===== config.mk =====
export PLATFORM = sky130hd
export DESIGN_NAME = freq_frame_deframer_flat
export DESIGN_NICKNAME = d
export VERILOG_FILES = /design/src/rtl/freq_frame_deframer_if.sv /design/src/rtl/freq_frame_deframer.sv /design/src/flat_wrapper.sv
export SDC_FILE = /design/constraint.sdc
export NUM_CORES = 1
export LEC_CHECK = 0
export CAP_MARGIN = 20
export CELL_PAD_IN_SITES_DETAIL_PLACEMENT = 1
export CELL_PAD_IN_SITES_GLOBAL_PLACEMENT = 1
export CORE_UTILIZATION = 47
export CTS_BUF_LIST = sky130_fd_sc_hd__clkbuf_8
export DETAILED_ROUTE_END_ITERATION = 8
export GPL_TIMING_DRIVEN = 0
export MAX_ROUTING_LAYER = met4
export PLACE_DENSITY = 0.95
export SYNTH_ARGS = -nofsm -noshare
export SYNTH_HDL_FRONTEND = slang
export SYNTH_SLANG_ARGS = --single-unit

===== constraint.sdc =====
create_clock -name clk -period 6.3 [get_ports clk]
set_clock_uncertainty 0.15 [all_clocks]
set_input_delay 0.945 -clock clk [delete_from_list [all_inputs] [get_ports clk]]
set_output_delay 0.945 -clock clk [all_outputs]
set_load 0.005 [all_outputs]

===== src/rtl/freq_frame_deframer_if.sv =====
// Byte/word handshake bundle between uart_rx, the deframer, the frequency
// FIFO and uart_tx. The slave modport is the deframer's view; the master
// modport is the surrounding logic that feeds it and consumes its outputs.
interface freq_frame_deframer_if;
  logic [7:0]  rx_byte;
  logic        rx_valid;
  logic        fifo_full;
  logic [31:0] word_o;
  logic        word_valid_o;
  logic [7:0]  tx_byte_o;
  logic        tx_start_o;
  logic        tx_ready_i;

  modport slave (
    input  rx_byte,
    input  rx_valid,
    input  fifo_full,
    input  tx_ready_i,
    output word_o,
    output word_valid_o,
    output tx_byte_o,
    output tx_start_o
  );

  modport master (
    output rx_byte,
    output rx_valid,
    output fifo_full,
    output tx_ready_i,
    input  word_o,
    input  word_valid_o,
    input  tx_byte_o,
    input  tx_start_o
  );
endinterface


===== src/rtl/freq_frame_deframer.sv =====
// freq_frame_deframer: hunts for SYNC_BYTE, assembles a little-endian 32-bit
// frequency word from the next four bytes, strobes it into the FIFO and
// answers the host with ACK/NAK through a single-entry reply slot.
// Optional feature macro: DEFRAMER_CHECKSUM_EN adds a trailing XOR checksum
// byte (d0^d1^d2^d3) and the CSUM state; without it frames are 5 bytes.
//
// state | meaning
// HUNT  | discard bytes until SYNC_BYTE
// DATA  | collect d0..d3 at byte index idx
// CSUM  | compare next byte against running XOR (checksum build only)
// EVAL  | one cycle: decide write/ACK or NAK, load reply slot
module freq_frame_deframer #(
  parameter int          TIMEOUT_CYCLES = 100000,
  parameter logic [7:0]  SYNC_BYTE      = 8'hA5,
  parameter logic [7:0]  ACK_BYTE       = 8'h06,
  parameter logic [7:0]  NAK_BYTE       = 8'h15
) (
  input  logic                        clk,
  input  logic                        rst_n,
  freq_frame_deframer_if.slave        bus,
  output logic [15:0]                 frame_ok_cnt_o,
  output logic [15:0]                 frame_err_cnt_o,
  output logic                        busy_o
);

  localparam int              TW        = $clog2(TIMEOUT_CYCLES + 1);
  localparam logic [TW-1:0]   IDLE_LOAD = TW'(TIMEOUT_CYCLES);
  localparam logic [TW-1:0]   IDLE_ONE  = TW'(1);

  typedef enum logic [1:0] {
    S_HUNT = 2'd0,
    S_DATA = 2'd1,
    S_CSUM = 2'd2,
    S_EVAL = 2'd3
  } state_t;

  state_t          state;
  logic [1:0]      idx;
  logic [31:0]     data_r;
  logic            pending;
  logic [TW-1:0]   idle_left;
  logic            timeout_hit;
  logic            is_sync;
`ifdef DEFRAMER_CHECKSUM_EN
  logic [7:0]      csum_r;
  logic            csum_bad;
`endif

  function automatic logic [15:0] sat_inc(input logic [15:0] v);
    return (v == 16'hFFFF) ? v : v + 16'd1;
  endfunction

  // Idle timer fires on the TIMEOUT_CYCLES-th consecutive cycle without a
  // byte; a byte on that same cycle wins because timeout_hit needs !rx_valid.
  assign timeout_hit = !bus.rx_valid && (idle_left == IDLE_ONE);
  assign is_sync     = bus.rx_valid && (bus.rx_byte == SYNC_BYTE);

  // Inter-byte idle timer: reloads on every byte, counts down and parks at 0.
  always_ff @(posedge clk or negedge rst_n) begin
    if (!rst_n) begin
      idle_left <= '0;
    end else if (bus.rx_valid) begin
      idle_left <= IDLE_LOAD;
    end else if (idle_left != '0) begin
      idle_left <= idle_left - IDLE_ONE;
    end
  end

  // Frame FSM with registered outputs, reply slot and saturating statistics.
  always_ff @(posedge clk or negedge rst_n) begin
    if (!rst_n) begin
      state            <= S_HUNT;
      idx              <= 2'd0;
      data_r           <= 32'd0;
      pending          <= 1'b0;
      bus.word_o       <= 32'd0;
      bus.word_valid_o <= 1'b0;
      bus.tx_byte_o    <= ACK_BYTE;
      bus.tx_start_o   <= 1'b0;
      frame_ok_cnt_o   <= 16'd0;
      frame_err_cnt_o  <= 16'd0;
      busy_o           <= 1'b0;
`ifdef DEFRAMER_CHECKSUM_EN
      csum_r           <= 8'd0;
      csum_bad         <= 1'b0;
`endif
    end else begin
      bus.word_valid_o <= 1'b0;
      bus.tx_start_o   <= 1'b0;

      // EVAL owns the slot that cycle so a fresh reply never launches with
      // a stale start; the newer reply simply replaces the waiting one.
      if (pending && bus.tx_ready_i && (state != S_EVAL)) begin
        bus.tx_start_o <= 1'b1;
        pending        <= 1'b0;
      end

      case (state)
        S_HUNT: begin
          if (is_sync) begin
            state  <= S_DATA;
            idx    <= 2'd0;
            busy_o <= 1'b1;
`ifdef DEFRAMER_CHECKSUM_EN
            csum_r <= 8'd0;
`endif
          end
        end

        S_DATA: begin
          if (bus.rx_valid) begin
            data_r[{idx, 3'b000} +: 8] <= bus.rx_byte;
            idx                        <= idx + 2'd1;
`ifdef DEFRAMER_CHECKSUM_EN
            csum_r <= csum_r ^ bus.rx_byte;
            if (idx == 2'd3) state <= S_CSUM;
`else
            if (idx == 2'd3) state <= S_EVAL;
`endif
          end else if (timeout_hit) begin
            state           <= S_HUNT;
            busy_o          <= 1'b0;
            frame_err_cnt_o <= sat_inc(frame_err_cnt_o);
          end
        end

`ifdef DEFRAMER_CHECKSUM_EN
        S_CSUM: begin
          if (bus.rx_valid) begin
            csum_bad <= (bus.rx_byte != csum_r);
            state    <= S_EVAL;
          end else if (timeout_hit) begin
            state           <= S_HUNT;
            busy_o          <= 1'b0;
            frame_err_cnt_o <= sat_inc(frame_err_cnt_o);
          end
        end
`endif

        S_EVAL: begin
          pending <= 1'b1;
`ifdef DEFRAMER_CHECKSUM_EN
          if (csum_bad || bus.fifo_full) begin
`else
          if (bus.fifo_full) begin
`endif
            bus.tx_byte_o   <= NAK_BYTE;
            frame_err_cnt_o <= sat_inc(frame_err_cnt_o);
          end else begin
            bus.tx_byte_o    <= ACK_BYTE;
            bus.word_o       <= data_r;
            bus.word_valid_o <= 1'b1;
            frame_ok_cnt_o   <= sat_inc(frame_ok_cnt_o);
          end
          // A byte arriving now already belongs to the hunt.
          if (is_sync) begin
            state  <= S_DATA;
            idx    <= 2'd0;
            busy_o <= 1'b1;
`ifdef DEFRAMER_CHECKSUM_EN
            csum_r <= 8'd0;
`endif
          end else begin
            state  <= S_HUNT;
            busy_o <= 1'b0;
          end
        end

        default: begin
          state  <= S_HUNT;
          busy_o <= 1'b0;
        end
      endcase
    end
  end

endmodule


===== src/flat_wrapper.sv =====
// flat-port wrapper written by rule: the top's interface ports become plain ports
module freq_frame_deframer_flat 
#(
  parameter int          TIMEOUT_CYCLES = 100000,
  parameter logic [7:0]  SYNC_BYTE      = 8'hA5,
  parameter logic [7:0]  ACK_BYTE       = 8'h06,
  parameter logic [7:0]  NAK_BYTE       = 8'h15
)
  (clk, rst_n, frame_ok_cnt_o, frame_err_cnt_o, busy_o, bus_rx_byte, bus_rx_valid, bus_fifo_full, bus_tx_ready_i, bus_word_o, bus_word_valid_o, bus_tx_byte_o, bus_tx_start_o);
  freq_frame_deframer_if bus_i ();
  input  logic clk;
  input  logic rst_n;
  output logic [15:0] frame_ok_cnt_o;
  output logic [15:0] frame_err_cnt_o;
  output logic busy_o;
  input wire logic [$bits(bus_i.rx_byte)-1:0] bus_rx_byte;
  input wire logic [$bits(bus_i.rx_valid)-1:0] bus_rx_valid;
  input wire logic [$bits(bus_i.fifo_full)-1:0] bus_fifo_full;
  input wire logic [$bits(bus_i.tx_ready_i)-1:0] bus_tx_ready_i;
  output wire logic [$bits(bus_i.word_o)-1:0] bus_word_o;
  output wire logic [$bits(bus_i.word_valid_o)-1:0] bus_word_valid_o;
  output wire logic [$bits(bus_i.tx_byte_o)-1:0] bus_tx_byte_o;
  output wire logic [$bits(bus_i.tx_start_o)-1:0] bus_tx_start_o;
  assign bus_i.rx_byte = bus_rx_byte;
  assign bus_i.rx_valid = bus_rx_valid;
  assign bus_i.fifo_full = bus_fifo_full;
  assign bus_i.tx_ready_i = bus_tx_ready_i;
  assign bus_word_o = bus_i.word_o;
  assign bus_word_valid_o = bus_i.word_valid_o;
  assign bus_tx_byte_o = bus_i.tx_byte_o;
  assign bus_tx_start_o = bus_i.tx_start_o;
  freq_frame_deframer #(.TIMEOUT_CYCLES(TIMEOUT_CYCLES), .SYNC_BYTE(SYNC_BYTE), .ACK_BYTE(ACK_BYTE), .NAK_BYTE(NAK_BYTE)) u_core (.clk(clk), .rst_n(rst_n), .bus(bus_i), .frame_ok_cnt_o(frame_ok_cnt_o), .frame_err_cnt_o(frame_err_cnt_o), .busy_o(busy_o));
endmodule

* Word-level counts from Yosys, hierarchy flattened *
Cells that the tools add are included.

operators by class
  $add $sub $neg = 5
  eq/ne operators = 16
  shift-type cells = 2
  mux-type cells = 28
  bitwise logic cells = 2
  reduce and logical (&&, ||, !) cells = 19

operators by type and width
  operator                                                                 count
  16-bit two-way mux                                                       4
  17-bit two-way mux                                                       2
  16-bit by 1-bit adder with 16-bit output, second input constant          2
  32-bit bitwise mux                                                       1
  16-bit equality test, second input constant                              2
  16-bit one-hot mux with 2 select lines                                   1
  8-bit by 7-bit variable shift with 32-bit output, first input constant   1
  8-bit by 7-bit variable part select with 32-bit output                   1
  17-bit by 1-bit equality test with 1-bit output, second input constant   1
  17-bit nonzero test                                                      1
  17-bit by 1-bit subtractor with 17-bit output, second input constant     1
  2-bit two-way mux                                                        6
  3-bit AND reduction                                                      4
  1-bit two-way mux                                                        10
  8-bit equality test, second input constant                               1
  2-bit inequality test, second input constant                             4
  2-bit nonzero test                                                       4
  5-bit negation with 7-bit output                                         1
  2-bit by 1-bit inequality test with 1-bit output, second input constant  3
  3-bit by 2-bit inequality test with 1-bit output, second input constant  2
  2-bit one-hot mux with 3 select lines                                    1
  5-bit two-way mux                                                        1
  2-bit equality test, second input constant                               2
  1-bit logical AND                                                        4
  10 further kinds                                                         12

storage, ports and cells
  register bits = 129
  output and inout bits = 75
  word-level logic and storage cells = 84

* Longest topological paths before layout *
  depth after elaboration = 5
  depth in mapped cells = 8
  gate-level depth less buffers = 7

* Worst setup path after synthesis *
Ideal clock, no wire load.

  path type = input to register
  start point = in bus_rx_valid
  end point = reg u_core.data_r[0]
  setup time = 0.068 ns
  arrival time = 2.282 ns
  data required time = 6.082 ns
  path slack = 3.800 ns
  stages on the path = 6
  buffers on the path = 2
  path through = clkbuf_1 and2_1 buf_2 nand2_1 nor4b_2 a22o_1

on the way
  cells in the longest elaborated chain, start to end = 1

RTL lines
  what                             line                        text
  from (decl)                      flat_wrapper.sv:17          input wire logic [$bits(bus_i.rx_valid)-1:0] bus_rx_valid;
  2-bit AND reduction (no line)    -
  to (signal, indexed assignment)  freq_frame_deframer.sv:112  data_r[{idx, 3'b000} +: 8] <= bus.rx_byte;
  to (decl)                        freq_frame_deframer.sv:39   logic [31:0] data_r;

Every way passes these cells.
A chain may end at the register's enable or synchronous reset.

* Worst setup path in the final report *
  start point = in bus_fifo_full
  end point = reg u_core.frame_ok_cnt_o[15]

on the way
  cells in the longest elaborated chain, start to end = 2

RTL lines
  what                           line                        text
  from (decl)                    flat_wrapper.sv:18          input wire logic [$bits(bus_i.fifo_full)-1:0] bus_fifo_full;
  1-bit NOT (no line)            -
  3-bit AND reduction (no line)  -
  to (signal assigned)           freq_frame_deframer.sv:153  frame_ok_cnt_o <= sat_inc(frame_ok_cnt_o);
  to (decl)                      freq_frame_deframer.sv:21   output logic [15:0] frame_ok_cnt_o,

Every way passes these cells.

==> results.txt <==
The run finished with clean final reports. The remaining global-route overflow is 0. Yosys instantiated no cell more often than nand2_1.

The vertical die dimension came out at 110 um. In the final routed layout, each cell accounts on average for 18.4 um. The number of cells produced by synthesis came out at 518.

The post-route cell area came out at 6900 um^2. For this run, design rule violations remaining after detail routing come to 0. The detailed router placed 4,298 vias in this run. The cell type contributing the most total cell area after synthesis is dfrtp_1. The peak supply drop came out at 0.214 mV. The number of detailed-route iterations in the first pass came out at 4. In the post-synthesis netlist, the biggest area contributors are dfrtp_1, nand2_1, a22o_1. The maximum cell stage delay along the critical path is 0.49 ns. Of the synthesized area, sequential elements account for 0.559. The cell repeated most along the worst path is nand4_1.

After detailed routing, the total wire length is 14,300 um. Entering global routing, the biggest net connects 69 pins. The setup-violating endpoint count in the final report came out at 0. For hold timing, the worst endpoint is u_core.bus.tx_byte_o[1]. Input and output buffers added on the ports amount to 81. Internal power comes to 0.00163 W. The power share of the clock group is 0.271. The initial core utilization came out at 0.483. The die outline area came out at 12,200 um^2.

Among all flip-flop cells after synthesis, the most frequent one is dfrtp_1. By count the netlist is led by nand2_1, dfrtp_1, a22o_1. In this run the cell area of the synthesized design comes to 5510 um^2.

The min-delay analysis places its worst path in the category flip-flop to flip-flop. Relative to the synthesized area, the layout overhead comes to 25.3%. The final-report max-slew violation count came to 0.

The flop and latch count out of synthesis is 123. The count of routing violations after the opening detailed-route iteration came out at 207. The combinational group share of total power is 0.252.

The number of CTS-inserted buffers is 17. The worst setup path is captured at a flip-flop. The first global-routing pass estimated 22,900 um of wire. The launch point of the worst reg-to-reg path is u_core.state[1]. The number of nets at the end of the flow is 650. Measured in cells, the most critical reg-to-reg path has a length of 7. For this design, the sink count on the clock tree is 123. The post-route minimum period came out at 2.68 ns.

The tool flagged a number of max-cap violations equal to 0. Total power for the finished layout comes to 0.00236 W. The average vias per placed instance is 5.52. The sequential share of power is 0.477.

The register-to-register setup slack came out at 3.65 ns. Buffers inserted to repair hold after CTS numbered 0. Counting instances, the worst hold path has a depth of 2. The share of synthesized registers carrying an async set or reset is 1.00.

On the critical path, the stage with the largest delay is an instance of clkdlybuf4s50_1. The final estimated routing congestion in global placement is 0.868. The tree is rooted in a clkbuf_8. A synthesized cell averages 10.6 um^2. The layout cell share with drive strength beyond 1 is 0.101. The highest net fanout along the worst path came out at 10. Setup repair after global routing left no endpoint under its margin. The count of warnings emitted by yosys came out at 0. The critical path is of the primary input to flip-flop type. The core box area came out at 11,400 um^2. Gates resized during post-CTS repair numbered 0.

The worst setup path is launched from a primary input. The switching power summed over all nets came out at 0.000732 W. The post-detailed-placement cell area is 6540 um^2. The signal on the critical path passes through clkdlybuf4s50_1 -> nand2b_1 -> clkbuf_8 -> clkinv_1 -> nand4_1 -> nor3_1 -> nand4_1 -> xnor2_1. The number of antenna violations at the first check in global routing came out at 0. The number of antenna repair diodes came out at 0. The required time of the critical path came out at 6.47 ns. In this run the static leakage power is 3.23 nW. The longest clock path from root to sink contains 2 buffers. The total count of hold-check failures in the final report is 0. The die width came out at 110 um. The synthesized design contains 0 enable-type register cells. The post-synthesis cell type count is 57. The source-to-sink clock delay at the later pin of the worst-skew pair is 0.44 ns. The power per standard cell area is 342 nW/um^2. The H-tree depth came out at 4. The floorplan has 39 rows. The number of antenna-violating nets in the routed design came out at 0. The global router's overall resource usage is 0.260.

The via count of the first global-routing pass is 4,551. The highest clock frequency the design can meet came out at 373 MHz. The worst register-to-register path ends at u_core.data_r[12]. After clock tree synthesis, the clock-pin slew on the worst setup and hold paths is 0.07 ns. For the pin with the worst max-slew slack, the measured transition is 0.950 ns.

The headroom to the max-slew limit is 0.361. The I/O pin count came out at 88. Dividing the final minimum period by the clock period gives 0.426. The detailed placer's ending HPWL came out at 10,100 um. TritonCTS built the clock tree.

In this run the post-CTS setup repair buffer count came out at 0. Of the total power, the share spent switching nets is 0.310. Data arrives at the worst endpoint at 2.85 ns.

The portion of synthesized cell area occupied by the leading cell type is 0.554. In this run the most critical hold path is launched from u_core.bus.tx_byte_o[1].
[flip-flops by register name, summed over array words and instances (netlist names)]
signal / cells
u_core.idle_left: 17
u_core.pending: 1
u_core.busy_o: 1
u_core.bus.word_o: 32
u_core.bus.word_valid_o: 1
u_core.frame_ok_cnt_o: 16
u_core.frame_err_cnt_o: 16
u_core.data_r: 32
u_core.bus.tx_start_o: 1
u_core.idx: 2
u_core.state: 2
u_core.bus.tx_byte_o: 2
[metal layers]
| metal | part of all wire | vias to the layer above | track usage | wire length, um |
|---|---|---|---|---|
| met5 | 0 | - | - | 0 |
| met4 | 0.012 | 0 | 0.0733 | 175 |
| met3 | 0.037 | 20 | 0.0635 | 535 |
| met2 | 0.54 | 94 | 0.457 | 7740 |
| met1 | 0.41 | 2219 | 0.294 | 5860 |
| li1 | - | 1965 | - | - |
[kinds of logic (layout without fill, tap and decap cells)]
kind of cell               after synthesis  count (layout)  synth area share
buffers and inverters                   35             149            0.0322
xor gates and xnor gates                42              42            0.0668
DFF                                    123             123             0.559
and+or+nand+nor                        234             234             0.206
adders and majority gates               15              15            0.0341
other                                    2               5           0.00136
muxes                                    7               7            0.0148
AOI/OAI and AO/OA                       60              60            0.0858
[worst max-delay path, delay by kind of cell]
| family | cells | cell delay (ns) |
|---|---|---|
| and+or+nand+nor | 4 | 0.91 |
| buffers and inverters | 3 | 0.83 |
| xor gates and xnor gates | 1 | 0.15 |
[metrics by stage]
stage / hold slack (ns) / std cells / setup WS (ns) / TNS, ns / util
after global placement: 0.308 / 745 / -0.444 / -53.38 / 0.570
after global routing: 0.358 / 778 / 3.48 / 0 / 0.605
after floorplan: 0.289 / 521 / 3.80 / 0 / -
after detailed placement: 0.322 / 746 / 3.18 / 0 / 0.573
after CTS: 0.336 / 778 / 3.64 / 0 / 0.605
final: 0.330 / 778 / 3.62 / 0 / 0.605
[worst max-delay path by stage]
stage	cells past startpoint	end	start
2_1_floorplan	6	u_core.data_r[0]	bus_rx_valid
3_3_place_gp	1	u_core.frame_err_cnt_o[12]	rst_n
3_5_place_dp	8	u_core.frame_ok_cnt_o[15]	bus_fifo_full
4_1_cts	8	u_core.frame_ok_cnt_o[15]	bus_fifo_full
5_1_grt	7	u_core.data_r[12]	u_core.state[1]
6_report	8	u_core.frame_ok_cnt_o[15]	bus_fifo_full
[power by group through the flow]
| stage | Combinational (W) | Sequential [W] | Clock (W) |
|---|---|---|---|
| after floorplan | 0.000314 | 0.00110 | 0 |
| after global placement | 0.000549 | 0.00112 | 0 |
| after detailed placement | 0.000591 | 0.00114 | 0 |
| after CTS | 0.000602 | 0.00112 | 0.000655 |
| after global routing | 0.000666 | 0.00115 | 0.000685 |
| final | 0.000595 | 0.00113 | 0.000640 |
[area by class of cell]
class | count | area, um^2
Buffer | 20 | 121
Clock buffer | 19 | 262
Clock inverter | 13 | 103
Fill cell | 1257 | 4510
Inverter | 15 | 56.3
Multi-Input combinational cell | 363 | 2260
Sequential cell | 123 | 3080
Tap cell | 143 | 179
Timing Repair Buffer | 82 | 840
[layout by cell type, fill, tap and decap left out, types with 4 or more instances in the layout]
cell type	instances
nor3_1	9
conb_1	5
clkdlybuf4s50_1	80
inv_1	16
nor2_1	27
xor2_1	21
clkbuf_8	20
mux2_2	5
buf_4	6
nand3_1	20
ha_1	15
o21ai_0	6
nand2_1	126
xnor2_1	21
and4_1	4
clkinv_2	5
and2_1	4
nand4_1	17
a22o_1	32
dfrtp_1	122
clkbuf_1	9
a21oi_1	6
Power figures use the tool's default switching activity.
